File: config.mk
export PLATFORM = sky130hd
export DESIGN_NAME = tmds_channel_encoder
export DESIGN_NICKNAME = d
export VERILOG_FILES = /design/src/rtl/tmds_pkg.sv /design/src/rtl/tmds_qm_stage.sv /design/src/rtl/tmds_channel_encoder.sv
export SDC_FILE = /design/constraint.sdc
export NUM_CORES = 1
export LEC_CHECK = 0
export BUFFER_PORTS_ARGS = -buffer_cell sky130_fd_sc_hd__buf_2
export CAP_MARGIN = 20
export CORE_MARGIN = 3
export CORE_UTILIZATION = 55
export DETAILED_ROUTE_END_ITERATION = 10
export PLACE_DENSITY = 0.75
export REMOVE_ABC_BUFFERS = 1
export SYNTH_ARGS = -nofsm -noshare
export SYNTH_HDL_FRONTEND = slang
export SYNTH_SLANG_ARGS = --single-unit
File: constraint.sdc
create_clock -name clk -period 7.3 [get_ports clk]
set_input_delay 0 -clock clk [delete_from_list [all_inputs] [get_ports clk]]
set_output_delay 0 -clock clk [all_outputs]
set_load 0.005 [all_outputs]
File: src/rtl/tmds_pkg.sv
// Shared TMDS definitions: period select codes, fixed control and
// guard-band symbols, the signed disparity type and small helpers.
package tmds_pkg;

  typedef enum logic [1:0] {
    PER_CTRL  = 2'b00,
    PER_GUARD = 2'b01,
    PER_VIDEO = 2'b10
  } period_e;

  typedef logic signed [5:0] disp_t;

  localparam logic [9:0] CTRL_00 = 10'b1101010100;
  localparam logic [9:0] CTRL_01 = 10'b0010101011;
  localparam logic [9:0] CTRL_10 = 10'b0101010100;
  localparam logic [9:0] CTRL_11 = 10'b1010101011;

  localparam logic [9:0] GUARD_02 = 10'b1011001100;
  localparam logic [9:0] GUARD_1  = 10'b0100110011;

  localparam disp_t DISP_ZERO = 6'sd0;
  localparam disp_t DISP_TWO  = 6'sd2;

  // 11 on the select is reserved and handled as blanking.
  function automatic period_e to_period(input logic [1:0] sel);
    period_e p;
    unique case (sel)
      2'b01:   p = PER_GUARD;
      2'b10:   p = PER_VIDEO;
      default: p = PER_CTRL;
    endcase
    return p;
  endfunction

  function automatic logic [9:0] ctrl_code(input logic [1:0] c);
    logic [9:0] s;
    unique case (c)
      2'b00:   s = CTRL_00;
      2'b01:   s = CTRL_01;
      2'b10:   s = CTRL_10;
      default: s = CTRL_11;
    endcase
    return s;
  endfunction

  // Signed (ones - zeros) from two 4-bit unsigned counts.
  function automatic disp_t ones_minus_zeros(
    input logic [3:0] n1,
    input logic [3:0] n0
  );
    disp_t a;
    disp_t b;
    a = {2'b00, n1};
    b = {2'b00, n0};
    return a - b;
  endfunction

endpackage

File: src/rtl/tmds_qm_stage.sv
// Transition-minimising first step of TMDS video coding plus popcount.
// Ports: data_i pixel byte; qm_o 9-bit q_m; n1q_o/n0q_o ones/zeros of q_m[7:0].
module tmds_qm_stage
  import tmds_pkg::*;
(
  input  logic [7:0] data_i,
  output logic [8:0] qm_o,
  output logic [3:0] n1q_o,
  output logic [3:0] n0q_o
);

  logic [3:0] n1d;
  logic       use_xnor;

  always_comb begin
    n1d = 4'd0;
    for (int i = 0; i < 8; i++) begin
      n1d = n1d + {3'b000, data_i[i]};
    end
  end

  // XNOR when the byte is ones-heavy, tie broken by bit 0.
  assign use_xnor = (n1d > 4'd4) ||
                    ((n1d == 4'd4) && !data_i[0]);

  always_comb begin
    qm_o    = 9'd0;
    qm_o[0] = data_i[0];
    for (int i = 1; i < 8; i++) begin
      if (use_xnor) qm_o[i] = ~(qm_o[i-1] ^ data_i[i]);
      else          qm_o[i] =   qm_o[i-1] ^ data_i[i];
    end
    qm_o[8] = ~use_xnor;
  end

  always_comb begin
    n1q_o = 4'd0;
    for (int i = 0; i < 8; i++) begin
      n1q_o = n1q_o + {3'b000, qm_o[i]};
    end
  end

  assign n0q_o = 4'd8 - n1q_o;

endmodule

File: src/rtl/tmds_channel_encoder.sv
// One TMDS channel: 8b video / 2b control / guard band -> 10b symbol,
// two pixel_en-gated pipeline stages with running disparity.
// Ports: clk, rst (sync, active-high), pixel_en strobe, data_in[7:0],
// out_sel[1:0], ctrl_in[1:0] in; tmds_out[9:0], tmds_valid out.
// Optional: TMDS_DISP_MON_EN adds disp_out (cnt after symbol) and
// disp_err (sticky |cnt|>10 after a video symbol).
module tmds_channel_encoder
  import tmds_pkg::*;
#(
  parameter int unsigned CHANNEL = 0
) (
  input  logic       clk,
  input  logic       rst,
  input  logic       pixel_en,
  input  logic [7:0] data_in,
  input  logic [1:0] out_sel,
  input  logic [1:0] ctrl_in,
  output logic [9:0] tmds_out,
`ifdef TMDS_DISP_MON_EN
  output disp_t      disp_out,
  output logic       disp_err,
`endif
  output logic       tmds_valid
);

  localparam logic [9:0] GUARD =
    (CHANNEL == 1) ? GUARD_1 : GUARD_02;

  // Stage 1
  period_e    sel_q, sel_d;
  logic [1:0] ctrl_q, ctrl_d;
  logic [8:0] qm_q, qm_d;
  logic [3:0] n1_q, n1_d;
  logic [3:0] n0_q, n0_d;
  logic       s1v_q, s1v_d;

  // Stage 2
  logic [9:0] sym_q, sym_d;
  disp_t      cnt_q, cnt_d;
  logic       vld_q, vld_d;

  logic [8:0] qm_c;
  logic [3:0] n1_c;
  logic [3:0] n0_c;

  tmds_qm_stage u_qm (
    .data_i (data_in),
    .qm_o   (qm_c),
    .n1q_o  (n1_c),
    .n0q_o  (n0_c)
  );

  always_comb begin
    sel_d  = sel_q;
    ctrl_d = ctrl_q;
    qm_d   = qm_q;
    n1_d   = n1_q;
    n0_d   = n0_q;
    s1v_d  = s1v_q;
    if (pixel_en) begin
      sel_d  = to_period(out_sel);
      ctrl_d = ctrl_in;
      qm_d   = qm_c;
      n1_d   = n1_c;
      n0_d   = n0_c;
      s1v_d  = 1'b1;
    end
  end

  logic  qm8;
  disp_t diff;
  logic  balanced;
  logic  same_sign;

  assign qm8      = qm_q[8];
  assign diff     = ones_minus_zeros(n1_q, n0_q);
  assign balanced = (cnt_q == DISP_ZERO) || (n1_q == n0_q);
  // Running disparity and this word lean the same way: invert.
  assign same_sign =
    ((cnt_q > DISP_ZERO) && (n1_q > n0_q)) ||
    ((cnt_q < DISP_ZERO) && (n0_q > n1_q));

  always_comb begin
    sym_d = sym_q;
    cnt_d = cnt_q;
    vld_d = vld_q;
    if (pixel_en) begin
      vld_d = s1v_q;
      unique case (sel_q)
        PER_VIDEO: begin
          if (balanced) begin
            sym_d = {~qm8, qm8,
                     qm8 ? qm_q[7:0] : ~qm_q[7:0]};
            cnt_d = qm8 ? (cnt_q + diff)
                        : (cnt_q - diff);
          end else if (same_sign) begin
            sym_d = {1'b1, qm8, ~qm_q[7:0]};
            cnt_d = cnt_q - diff +
                    (qm8 ? DISP_TWO : DISP_ZERO);
          end else begin
            sym_d = {1'b0, qm8, qm_q[7:0]};
            cnt_d = cnt_q + diff -
                    (qm8 ? DISP_ZERO : DISP_TWO);
          end
        end
        PER_GUARD: begin
          sym_d = GUARD;
          cnt_d = DISP_ZERO;
        end
        default: begin
          sym_d = ctrl_code(ctrl_q);
          cnt_d = DISP_ZERO;
        end
      endcase
    end
  end

  always_ff @(posedge clk) begin
    if (rst) begin
      sel_q  <= PER_CTRL;
      ctrl_q <= 2'b00;
      qm_q   <= 9'd0;
      n1_q   <= 4'd0;
      n0_q   <= 4'd0;
      s1v_q  <= 1'b0;
      sym_q  <= CTRL_00;
      cnt_q  <= DISP_ZERO;
      vld_q  <= 1'b0;
    end else begin
      sel_q  <= sel_d;
      ctrl_q <= ctrl_d;
      qm_q   <= qm_d;
      n1_q   <= n1_d;
      n0_q   <= n0_d;
      s1v_q  <= s1v_d;
      sym_q  <= sym_d;
      cnt_q  <= cnt_d;
      vld_q  <= vld_d;
    end
  end

  assign tmds_out   = sym_q;
  assign tmds_valid = vld_q;

`ifdef TMDS_DISP_MON_EN
  logic err_q, err_d;

  always_comb begin
    err_d = err_q;
    if (pixel_en && (sel_q == PER_VIDEO) &&
        ((cnt_d > 6'sd10) || (cnt_d < -6'sd10))) begin
      err_d = 1'b1;
    end
  end

  always_ff @(posedge clk) begin
    if (rst) err_q <= 1'b0;
    else     err_q <= err_d;
  end

  assign disp_out = cnt_q;
  assign disp_err = err_q;
`endif

endmodule
# Yosys cells after proc, flatten, opt, wreduce, memory -nomap -nowiden
# Cells that the tools add are included.
[classes] bitwise_logic=17 n_eq_ne=8 order_cmp=5 n_mux=19 n_addsub=20 reduce_logical=9
[op_table] cell="4-bit by 1-bit adder with 4-bit output" n=12
[op_table] cell="10-bit one-hot mux with 3 select lines" n=1
[op_table] cell="6-bit 2-to-1 mux" n=4
[op_table] cell="10-bit 2-to-1 mux" n=2
[op_table] cell="10-bit one-hot mux with 2 select lines" n=1
[op_table] cell="1-bit inverter" n=9
[op_table] cell="4-bit greater-than comparator" n=2
[op_table] cell="8-bit 2-to-1 mux" n=1
[op_table] cell="8-bit inverter" n=1
[op_table] cell="1-bit 2-to-1 mux" n=7
[op_table] cell="1-bit XOR" n=7
[op_table] cell="6-bit by 3-bit adder with 6-bit output" n=1
[op_table] cell="6-bit by 5-bit adder with 6-bit output" n=1
[op_table] cell="2-bit by 1-bit == test with 1-bit output (second input constant)" n=3
[op_table] cell="2-bit == test (second input constant)" n=3
[op_table] cell="6-bit by 1-bit greater-than comparator with 1-bit output (second input constant)" n=1
[op_table] cell="6-bit zero test" n=1
[op_table] cell="6-bit by 1-bit less-than comparator with 1-bit output (second input constant)" n=1
[op_table] cell="6-bit by 3-bit subtractor with 6-bit output" n=1
[op_table] cell="6-bit by 5-bit subtractor with 6-bit output" n=1
[op_table] cell="4-bit by 4-bit subtractor with 5-bit output" n=1
[op_table] cell="1-bit by 1-bit adder with 2-bit output" n=2
[op_table] cell="4-bit by 3-bit == test with 1-bit output (second input constant)" n=1
[op_table] cell="4-bit == test" n=1
[op_table] cell="other kinds (8)" n=13
[word_totals] reg_bits=39

# Logic depth before layout (Yosys ltp)
# Gate-level depths: netlist of run 1.
[logic_depth] depth_word=31 mapped_depth=22 ltp_nobuf=22

# Modules after synthesis
# A second synthesis of run 1 with hierarchy kept.
[hier_totals] cells_unflattened=367 area_unflattened_um2=3234.4
[by_module_without_submodules] mod="tmds_channel_encoder" n_inst=1 area_per_inst_um2=2661.3 cells_per_inst=308 seq_area_each_um2=780.7
[by_module_without_submodules] mod="tmds_qm_stage" n_inst=1 area_per_inst_um2=573.0 cells_per_inst=59 seq_area_each_um2=0.0

# Worst setup path before layout of run 1
# No wires, ideal clock.
[synth_timing] kind="input -> register" from="input data_in[0]" to="register n0_q[3]" path_stages=22 setup_time_ps=86 slack_ps=1612 path_buffers=0 arrival_time_ps=5603 cell_sequence="ha_1 > inv_1 > fa_1 > fa_1 > inv_1 > fa_1 > fa_1 > nor2_1 > a21oi_1 > a21oi_1 > xnor2_1 > ha_1 > inv_1 > fa_1 > inv_1 > fa_1 > fa_1 > fa_1 > xnor2_1 > nand3_1 > xor2_1 > a211oi_1"
[synth_via] elab_chain_len=31 word_cells_on_any_way=41
[synth_rtl] element="start, declared" line_no="tmds_channel_encoder.sv:15" rtl="input logic [7:0] data_in,"
[synth_rtl] element="branches (longest 10 deep; another with 4-bit by 1-bit adder with 4-bit output)"
[synth_rtl] element="1-bit 2-to-1 mux (*)" line_no="tmds_qm_stage.sv:30" rtl="if (use_xnor) qm_o[i] = ~(qm_o[i-1] ^ data_i[i]);"
[synth_rtl] element="net qm_c[1]" line_no="tmds_channel_encoder.sv:42" rtl="logic [8:0] qm_c;"
[synth_rtl] element="branches (longest 18 deep; another with 4-bit by 1-bit adder with 4-bit output)"
[synth_rtl] element="4-bit by 1-bit adder with 4-bit output (*)" line_no="tmds_qm_stage.sv:39" rtl="n1q_o = n1q_o + {3'b000, qm_o[i]};"
[synth_rtl] element="4-bit subtractor (*)" line_no="tmds_qm_stage.sv:43" rtl="assign n0q_o = 4'd8 - n1q_o;"
[synth_rtl] element="end signal, assigned" line_no="tmds_channel_encoder.sv:134" rtl="n0_q <= n0_d;"
[synth_rtl] element="end, declared" line_no="tmds_channel_encoder.sv:34" rtl="logic [3:0] n0_q, n0_d;"
# Mark *: on every way through the listed nets, which the timed path passes.
# A chain may end at the register's enable or synchronous reset.

# Worst setup path in the final report of run 1
# Same ends and word-level chain as after synthesis.

==> results of run 1 <==
-- layout make-up --
class	instances	area [sq um]
Multi-Input combinational cell	243	1900
Sequential cell	37	741
Clock inverter	2	10.0
Inverter	42	158
Clock buffer	6	72.6
Timing Repair Buffer	30	173
Tap cell	67	83.8
Fill cell	433	1710
-- sequential cells by signal (all words and copies together) (netlist names) --
| signal | count |
|---|---|
| n1_q | 3 |
| s1v_q | 1 |
| n0_q | 3 |
| qm_q | 9 |
| cnt_q | 6 |
| tmds_valid | 1 |
| tmds_out | 10 |
| ctrl_q | 2 |
| sel_q | 2 |
-- repair_timing --
| action | 4_1_cts | 5_1_grt |
|---|---|---|
| endpoints found under the hold margin | 3 | 0 |
| hold buffers | 4 | 0 |
| setup buffers | 0 | 0 |
-- cells by family (layout without fill, tap and decap cells) --
logic type	Yosys count	count (layout)	synth area share (%)
mux	14	14	4.94
flops	37	37	26.1
compound gates	63	63	16.5
buf+inv	52	80	6.88
fa+ha+maj	41	41	20.4
xor+xnor	35	35	10.8
simple gates	90	90	14.3
-- critical path, stage by stage --
cell	delay [ns]
buf_2	0.13
ha_1	0.33
inv_1	0.07
fa_1	0.45
fa_1	0.50
inv_1	0.05
fa_1	0.40
fa_1	0.47
nor2_1	0.12
a21oi_1	0.07
a21oi_1	0.35
xnor2_1	0.15
ha_1	0.30
inv_1	0.05
fa_1	0.49
inv_1	0.05
fa_1	0.47
fa_1	0.42
fa_1	0.40
xnor2_1	0.30
nand3_1	0.14
xor2_1	0.15
a211oi_1	0.21
-- worst max-delay path by stage --
stage / endpoint / start / cells after the start
after detailed placement: n0_q[3] / data_in[0] / 23
after floorplan: n0_q[3] / data_in[0] / 22
after global routing: n0_q[3] / data_in[0] / 23
final: n0_q[3] / data_in[0] / 23
after CTS: n0_q[3] / data_in[0] / 23
after global placement: n0_q[3] / data_in[0] / 23
-- cells in the final DEF (no fill, tap or decap), types with 3 or more instances in the layout --
master,synthesis,layout
nand3_1,4,4
dlygate4sd3_1,0,4
clkbuf_8,0,5
buf_2,0,25
a21oi_1,27,27
o211ai_1,6,6
xor2_1,18,18
dfxtp_1,37,37
a211oi_1,6,6
nor2_1,48,48
xnor2_1,17,17
ha_1,32,32
inv_1,41,41
mux2i_1,14,14
nor3_1,8,8
nand2_1,17,17
nand2b_1,3,3
fa_1,9,9
o21ai_0,3,3
-- through the flow --
stage	setup slack (ns)	hold slack [ns]	cell area (sq um)	total power [mW]
after floorplan	1.61	0.0691	2800	1.08
after global placement	1.28	0.239	3020	1.23
after detailed placement	1.14	0.249	3020	1.26
after CTS	1.44	0.0243	3140	1.41
after global routing	1.05	0.0423	3140	1.57
final	1.43	0.0293	3140	1.41
-- routing by layer --
| layer | track usage [%] | vias to the layer above |
|---|---|---|
| met5 | 0 | - |
| met4 | 7.47 | 0 |
| met3 | 3.94 | 13 |
| met2 | 33.0 | 36 |
| met1 | 24.5 | 1029 |
| li1 | - | 1158 |
-- where the power goes --
part	total [mW]	internal (mW)	switching, mW
Sequential	0.255	0.232	0.0231
Combinational	1.01	0.437	0.576
Clock	0.137	0.0661	0.0709
Total	1.41	0.735	0.670
==> summary.txt, run 1 <==
Logic synthesis
  – Unique masters post-synth: 44
  – Ys async rst share: 0%
  – Post-synth top cells: 48 x nor2_1, 41 x inv_1, 37 x dfxtp_1
  – Area share of the largest cell type after synthesis: 26.1%
  – Most frequent cell after synthesis: nor2_1
  – #FFs+latches synth: 37
  – Cell accounting for the most synthesized area: dfxtp_1
  – Mapped cell area: 0.00284 sq mm
  – Post-Syn Instances: 332
  – Synth Warn #: 0
  – Synth area leaders: dfxtp_1 26%, ha_1 14%, fa_1 6.3%
  – Synth Flop Type: dfxtp_1
  – Sequential fraction of the synthesis area: 26.1%
  – Syn Area/Cell: 8.55 sq um
  – Post-synth EDFFs: 0

Floorplan
  – Chip height: 77.8 um
  – I/O pin count: 26
  – Core Box Area: 0.00485 sq mm
  – Die ar.: 0.00606 sq mm
  – Row Count: 25
  – Die W: 77.8 um
  – Initial core utilization: 58.6%

Setup path
  – FF-to-FF path depth: 13
  – Worst reg2reg startpoint: n1_q[1]
  – CP Capture Type: register
  – Data arrival, critical path: 6.08 ns
  – R2r setup slk: 4.26 ns
  – Reg-to-reg critical path endpoint: cnt_q[5]
  – Critical Path RT: 7.50 ns
  – Worst Path Max Fanout: 4
  – Startpoint types: primary input
  – WS Path Type: primary input to register

Clock network
  – Clock slew at the register clock pins of the worst setup and hold paths: 0.07 ns
  – Clk buf depth: 2
  – CTS root buffer: clkbuf_8
  – Clk Latency, worst-skew pair: 0.29 ns
  – Num Clock Sinks: 37
  – CTS tree: done
  – Num CTS Buffers: 5
  – Resized cells post-CTS: 0
  – CTS HTree Levels: 2

Cells and area
  – Final net count: 415
  – P&R area growth vs syn: 10.6%
  – Final Instance Count excl. Fillers: 427
  – Fin util: 64.8%
  – Layout cells sized above 1: 11.9%
  – N_diodes: 0

Timing
  – Fin. max-slew vios: 0
  – Worst Tran Pin Value: 0.695 ns
  – Final hold vios: 0
  – Clock skew: 0.00775 ns
  – # setup viols final: 0
  – Period utilization: 80.5%
  – Fmax: 170 MHz
  – Slew margin rel.: 53.5%
  – Min cycle time layout: 5.87 ns
  – Setup TNS: 0 ns
  – RSZ-0062 raised after global routing: false

Detailed routing
  – WL/cell: 12.8 um
  – 1st-pass router iterations: 4
  – Initial DRC count: 120
  – Top routing layer used: met4
  – Detailed-route via count: 2236
  – Met1 WL: 2.58 mm
  – DR DRC count: 0
  – Antenna viol nets, final: 0
  – Met2 WL: 2.61 mm
  – Routed WL: 5.47 mm
  – Wire length on met3: 176 um
  – DR vias/cell: 5.24

Pwr
  – P_leak: 1.45 nW
  – P per Cell Area: 447 mW/mm^2
  – Worst vdd ir: 0.237 mV

Min path
  – Hold WC Path Type: primary input to register
  – Hold Crit Depth: 3
  – HP Start: data_in[0]
  – Hold endpoint: qm_q[0]

Place
  – IO buf count: 25
  – Placed cell count: 415
  – Final HPWL DP: 4.12 mm
  – Placer's final routability congestion estimate: 0.836

Global routing
  – Final global-route overflow total: 0
  – Antenna violations before repair: 0
  – GRT Resource Usage Total: 19.6%
  – Global-route wire length before repair: 9.67 mm
  – Vias in the first global route: 2179
  – Pin count of the biggest net entering global routing: 42

Job
  – Max_cap viols: 0

Outcome
  – Status: finished clean
Note: power is estimated with default switching activity, not from simulation.
==> inputs of run 2 (changes only) <==
--- a/config.mk
+++ b/config.mk
@@ -8,9 +8,9 @@
 export BUFFER_PORTS_ARGS = -buffer_cell sky130_fd_sc_hd__buf_2
 export CAP_MARGIN = 20
 export CORE_MARGIN = 3
-export CORE_UTILIZATION = 55
+export CORE_UTILIZATION = 54
 export DETAILED_ROUTE_END_ITERATION = 10
-export PLACE_DENSITY = 0.75
+export PLACE_DENSITY = 0.76
 export REMOVE_ABC_BUFFERS = 1
 export SYNTH_ARGS = -nofsm -noshare
 export SYNTH_HDL_FRONTEND = slang
==> constraint.sdc (replaced) <==
create_clock -name clk -period 5 [get_ports clk]
set_input_delay 0 -clock clk [delete_from_list [all_inputs] [get_ports clk]]
set_output_delay 0 -clock clk [all_outputs]
set_load 0.005 [all_outputs]
==> run 2 against run 1 <==
  * Sequential power is 46% higher
  * Clock skew is 0.0058 ns lower
  * Cell area is 6.6% higher
  * First-iteration DRC count is 17% lower
  * Combinational power is 81% higher
  * The run now ends with negative setup slack left
  * Critical path depth stayed put
  * Critical path type unchanged
  * Largest cell class unchanged
  * Critical endpoint is now n0_q[1]
==> summary.txt, run 2 (synthesized netlist as in run 1, its figures left out) <==
Min path
  – HP Start: out_sel[0]
  – Hold Crit Depth: 5 (+2)
  – Hold endpoint: sel_q[0]
  – Hold WC Path Type: primary input to register

Timing
  – # setup viols final: 5 (+5)
  – Clock skew: 0.00197 ns (-0.00578 ns)
  – Worst setup margin: -0.257 ns (-1.68 ns)
  – Setup TNS: -0.851 ns (-0.851 ns)
  – Fmax: 190 MHz
  – Final hold vios: 0 (unchanged)
  – Period utilization: 105%
  – Worst Tran Pin Value: 0.868 ns (+0.173 ns)
  – RSZ-0062 raised after global routing: true
  – Slew margin rel.: 42.1% (-11 points)
  – Fin. max-slew vios: 0 (unchanged)
  – Min Hold Slack: 0.0792 ns (+0.0499 ns)
  – Min cycle time layout: 5.26 ns

Setup path
  – CP Capture Type: register
  – Worst Path Max Fanout: 2 (-2)
  – Critical Path RT: 5.15 ns (-2.35 ns)
  – Reg-to-reg critical path endpoint: cnt_q[5]
  – R2r setup slk: 1.98 ns (-2.28 ns)
  – Startpoint types: primary input
  – FF-to-FF path depth: 13 (unchanged)
  – WS Path Type: primary input to register
  – Worst reg2reg startpoint: n1_q[1]
  – Data arrival, critical path: 5.41 ns (-0.67 ns)

Clock network
  – CTS tree: done
  – CTS HTree Levels: 2 (unchanged)
  – Num CTS Buffers: 5 (unchanged)
  – CTS root buffer: clkbuf_8
  – Num Clock Sinks: 37 (unchanged)
  – Clk buf depth: 2 (unchanged)
  – Clk Latency, worst-skew pair: 0.28 ns (about the same)
  – Clock slew at the register clock pins of the worst setup and hold paths: 0.07 ns (about the same)

Global routing
  – GRT Resource Usage Total: 21.3% (+1.7 points)
  – Antenna violations before repair: 0 (unchanged)
  – Global-route wire length before repair: 10.7 mm (+11%)
  – Vias in the first global route: 2387 (+9.5%)
  – Final global-route overflow total: 0 (unchanged)
  – Pin count of the biggest net entering global routing: 42 (unchanged)

Cells and area
  – Most frequent cells in the layout: 47 x nor2_1, 37 x inv_1, 37 x dfxtp_1
  – Commonest non-fill, non-tap cell in the layout: nor2_1
  – Final net count: 434 (+4.6%)
  – Layout cells sized above 1: 19.9% (+7.9 points)
  – N_diodes: 0 (unchanged)
  – Flip-flop count of the largest register after layout: 10 (unchanged)
  – P&R area growth vs syn: 17.9%

Pwr
  – P_leak: 1.54 nW (+6.2%)
  – Worst vdd ir: 0.381 mV (+60%)
  – P per Cell Area: 716 mW/mm^2 (+60%)

Floorplan
  – Die ar.: 0.00616 sq mm (+1.7%)
  – Die W: 78.5 um (+0.85%)
  – Chip height: 78.5 um (+0.85%)
  – Initial core utilization: 57.8% (-0.75 points)
  – Row Count: 25 (unchanged)
  – Core Box Area: 0.00491 sq mm (+1.3%)
  – I/O pin count: 26 (unchanged)

Detailed routing
  – Routed WL: 6.00 mm (+9.7%)
  – 1st-pass router iterations: 4 (unchanged)
  – Initial DRC count: 100 (-17%)
  – DR DRC count: 0 (unchanged)
  – WL/cell: 13.5 um (+5.5%)
  – Antenna viol nets, final: 0 (unchanged)
  – Detailed-route via count: 2359 (+5.5%)
  – DR vias/cell: 5.31 (+1.5%)

Job
  – Max_cap viols: 0 (unchanged)

Place
  – Placer's final routability congestion estimate: 0.813 (-2.8%)
  – Final HPWL DP: 4.14 mm (+0.34%)
  – IO buf count: 25 (unchanged)

Outcome
  – Violated checks: negative setup slack
  – Status: finished with violations
run 2: changes by cell type in the layout (fill, tap and decap cells not counted), sizes merged:
cell and change:
buf +19, clkbuf -1, clkinv -1
run 2: layout make-up:
cell class              count  area (sq um)
well taps                  67          83.8
clock inverters             1          5.00
repair buffers             49           335
multi-input cells         243          1960
inverters                  42           158
clock buffers               5          68.8
flip-flops and latches     37           741
fillers                   392          1560
run 2: worst max-delay path by stage:
stage	startpoint	endpoint	slack, ns	cells past startpoint
2_1_floorplan	data_in[0]	n0_q[3]	-0.69	22
3_3_place_gp	data_in[0]	n0_q[2]	-0.64	23
3_5_place_dp	data_in[0]	n0_q[1]	-0.80	23
4_1_cts	data_in[0]	n0_q[3]	-0.23	23
5_1_grt	data_in[0]	n0_q[1]	-0.47	23
6_report	data_in[0]	n0_q[1]	-0.26	23
run 2: where the power goes:
group	switching (mW)	total [mW]	internal, mW
combinational	0.959	1.83	0.872
clock	0.0996	0.191	0.0917
sequential	0.0341	0.373	0.339
run 2: per-layer routing:
layer,vias to the layer above,track usage (%),share of wire (%)
li1,1196,-,-
met1,1112,26.9,45
met2,42,36.3,51
met3,9,3.33,3.1
met4,0,7.69,1.5
met5,-,0,0
run 2: through the flow:
step / setup WS (ns) / utilization (%) / cells / instance area [sq um] / total power, mW
6_report: -0.257 / 68.2 / 444 / 3350 / 2.39
5_1_grt: -0.465 / 68.2 / 444 / 3350 / 2.63
4_1_cts: -0.230 / 67.5 / 442 / 3320 / 2.30
3_5_place_dp: -0.801 / 63.0 / 425 / 3090 / 1.92
3_3_place_gp: -0.645 / 63.0 / 425 / 3090 / 1.86
2_1_floorplan: -0.688 / - / 322 / 2800 / 1.57
run 2: repair_timing:
action	CTS	global route
pin swaps	1	3
hold buffers	4	0
resized for setup	14	6
hold endpoints to repair	3	0
setup endpoints to repair	5	5
setup buffers	7	2
run 2: critical path: stages:
cell	delay (ns)
buf_8	0.10
ha_4	0.25
inv_2	0.03
fa_1	0.45
fa_1	0.49
inv_1	0.05
fa_2	0.35
fa_2	0.55
nor2_2	0.05
a21oi_2	0.12
a21oi_2	0.06
xnor2_1	0.15
ha_1	0.30
inv_2	0.04
fa_1	0.51
inv_2	0.04
fa_1	0.47
fa_2	0.37
fa_2	0.56
inv_2	0.06
ha_4	0.23
mux2i_1	0.13
nor2_1	0.05
==> inputs of run 3 (changes only) <==
--- a/config.mk
+++ b/config.mk
@@ -12,6 +12,7 @@
 export DETAILED_ROUTE_END_ITERATION = 10
 export PLACE_DENSITY = 0.76
 export REMOVE_ABC_BUFFERS = 1
+export SLEW_MARGIN = 25
 export SYNTH_ARGS = -nofsm -noshare
 export SYNTH_HDL_FRONTEND = slang
 export SYNTH_SLANG_ARGS = --single-unit
==> constraint.sdc (replaced) <==
create_clock -name clk -period 4.65 [get_ports clk]
set_input_delay 0 -clock clk [delete_from_list [all_inputs] [get_ports clk]]
set_output_delay 0 -clock clk [all_outputs]
set_load 0.005 [all_outputs]
==> run 3 against run 2 <==
  * The run still ends with negative setup slack left
  * Register-to-register slack worse by 0.37 ns
  * Total power grew 17%
  * Critical endpoint is now n0_q[2]
  * Sequential power grew 7.5%
  * Flip-flop and latch count unchanged
  * Global-route usage hardly changed
  * Critical path type unchanged
  * Clock power increased by 13%
  * Non-clock buffer count up 3
==> summary.txt, run 3 (synthesized netlist as in run 1, its figures left out) <==
Floorplan
  – I/O pin count: 26 (unchanged)
  – Die ar.: 0.00616 sq mm (unchanged)
  – Chip height: 78.5 um (unchanged)
  – Initial core utilization: 57.8% (unchanged)
  – Die W: 78.5 um (unchanged)
  – Core Box Area: 0.00491 sq mm (unchanged)
  – Row Count: 25 (unchanged)

Place
  – Place WS: -1.19 ns (-0.390 ns)
  – Placer's final routability congestion estimate: 0.826 (+1.6%)
  – IO buf count: 25 (unchanged)
  – Dpl cell area: 0.00311 sq mm (+0.49%)
  – Final HPWL DP: 4.28 mm (+3.6%)

Clock network
  – CTS root buffer: clkbuf_8
  – CTS HTree Levels: 2 (unchanged)
  – Clock slew at the register clock pins of the worst setup and hold paths: 0.07 ns (about the same)
  – Num Clock Sinks: 37 (unchanged)
  – Clk Latency, worst-skew pair: 0.29 ns (about the same)
  – Num CTS Buffers: 5 (unchanged)
  – Clk buf depth: 2 (unchanged)
  – CTS tree: done

Timing
  – Min cycle time layout: 5.35 ns
  – Min Hold Slack: 0.0633 ns (-0.0159 ns)
  – Worst Tran Pin Value: 0.684 ns (-0.184 ns)
  – Fmax: 187 MHz
  – Worst setup margin: -0.702 ns (-0.445 ns)
  – Period utilization: 115%
  – Slew margin rel.: 54.4% (+12 points)
  – Final hold vios: 0 (unchanged)
  – # setup viols final: 6 (+1)
  – RSZ-0062 raised after global routing: true
  – Clock skew: 0.00728 ns (+0.00530 ns)
  – Fin. max-slew vios: 0 (unchanged)

Outcome
  – Violated checks: negative setup slack
  – Status: finished with violations

Setup path
  – Data arrival, critical path: 5.50 ns (+0.09 ns)
  – Startpoint types: primary input
  – Worst Path Max Fanout: 2 (unchanged)
  – Critical Path RT: 4.80 ns (-0.35 ns)
  – WS Path Type: primary input to register
  – CP Capture Type: register
  – FF-to-FF path depth: 12 (-1)

Global routing
  – Final global-route overflow total: 0 (unchanged)
  – Antenna violations before repair: 0 (unchanged)
  – Global-route wire length before repair: 10.7 mm (unchanged)
  – GRT Resource Usage Total: 21.2% (-0.050 points)
  – Vias in the first global route: 2409 (+0.92%)
  – Pin count of the biggest net entering global routing: 39 (-7.1%)

Cells and area
  – Final Cell Area: 0.00344 sq mm (+2.8%)
  – Commonest non-fill, non-tap cell in the layout: nor2_1
  – Fin util: 70.0% (+1.9 points)
  – Flip-flop count of the largest register after layout: 10 (unchanged)
  – Most frequent cells in the layout: 47 x nor2_1, 37 x inv_1, 37 x dfxtp_1
  – N_diodes: 0 (unchanged)
  – Fill count: 378 (-3.6%)
  – Layout cells sized above 1: 22.5% (+2.6 points)
  – Final net count: 437 (+0.69%)
  – P&R area growth vs syn: 21.2%

Detailed routing
  – Routed WL: 6.48 mm (+7.9%)
  – Detailed-route via count: 2406 (+2.0%)
  – Antenna viol nets, final: 0 (unchanged)
  – DR DRC count: 0 (unchanged)
  – WL/cell: 14.4 um (+6.7%)
  – Initial DRC count: 115 (+15%)
  – 1st-pass router iterations: 4 (unchanged)
  – DR vias/cell: 5.36 (+0.86%)

Pwr
  – P_leak: 1.59 nW (+3.1%)
  – P per Cell Area: 814 mW/mm^2 (+14%)
  – Worst vdd ir: 0.447 mV (+17%)

Job
  – Max_cap viols: 0 (unchanged)

Min path
  – Hold WC Path Type: primary input to register
  – Hold Crit Depth: 5 (unchanged)
[run 3: final timing paths]
check                  end  slack [ns]  startpoint
setup / recovery   n0_q[2]       -0.70  data_in[0]
hold / removal    sel_q[0]        0.06  out_sel[0]
setup reg to reg  cnt_q[5]        1.61     n0_q[2]
hold reg to reg   cnt_q[0]        0.47    cnt_q[0]
[run 3: area by class of cell]
type                    instances  area, sq um  area share (%)
repair buffers                 52          365            10.6
well taps                      67         83.8            2.44
flip-flops and latches         37          741            21.5
inverters                      42          158            4.58
clock inverters                 2         10.0           0.291
multi-input cells             243         2010            58.4
clock buffers                   6         72.6            2.11
[run 3: per-layer routing]
metal  vias up  wire, um  GRT usage (%)  part of all wire [%]
li1       1207         -              -                     -
met1      1129      2750           25.8                    42
met2        63      3390           38.8                    52
met3         7       271           2.98                   4.2
met4         0        73           5.42                   1.1
met5         -         0              0                     0
[run 3: stage by stage]
step           cells  setup TNS [ns]  total power, mW
6_report         449           -3.39             2.80
5_1_grt          449           -4.27             3.05
4_1_cts          446           -3.34             2.56
3_5_place_dp     427           -5.81             2.06
3_3_place_gp     427           -4.75             1.99
2_1_floorplan    322           -4.62             1.69
[run 3: where the power goes]
| group | internal [mW] | switching [mW] | leakage, nW |
|---|---|---|---|
| sequential | 0.364 | 0.0368 | 0.304 |
| clock | 0.104 | 0.111 | 0.0450 |
| combinational | 1.05 | 1.13 | 1.24 |
| total | 1.52 | 1.28 | 1.59 |
[run 3: repair_timing]
| item | in CTS | in global routing |
|---|---|---|
| hold buffers | 4 | 0 |
| gates resized for setup | 19 | 12 |
| pin swaps | 18 | 11 |
| buffers inserted | 7 | 3 |
| hold endpoints to repair | 3 | 0 |
| endpoints found under the setup margin | 6 | 6 |
[run 3: critical path: stages]
cell      delay (ns)
buf_8           0.10
ha_4            0.27
inv_2           0.03
fa_1            0.48
fa_1            0.52
inv_2           0.04
fa_2            0.35
fa_2            0.55
nor2_2          0.05
a21oi_2         0.14
a21oi_2         0.07
xnor2_2         0.16
ha_1            0.30
inv_2           0.04
fa_1            0.48
inv_1           0.05
fa_1            0.47
fa_2            0.37
fa_2            0.56
inv_2           0.06
ha_4            0.15
xnor2_1         0.18
a211oi_2        0.09
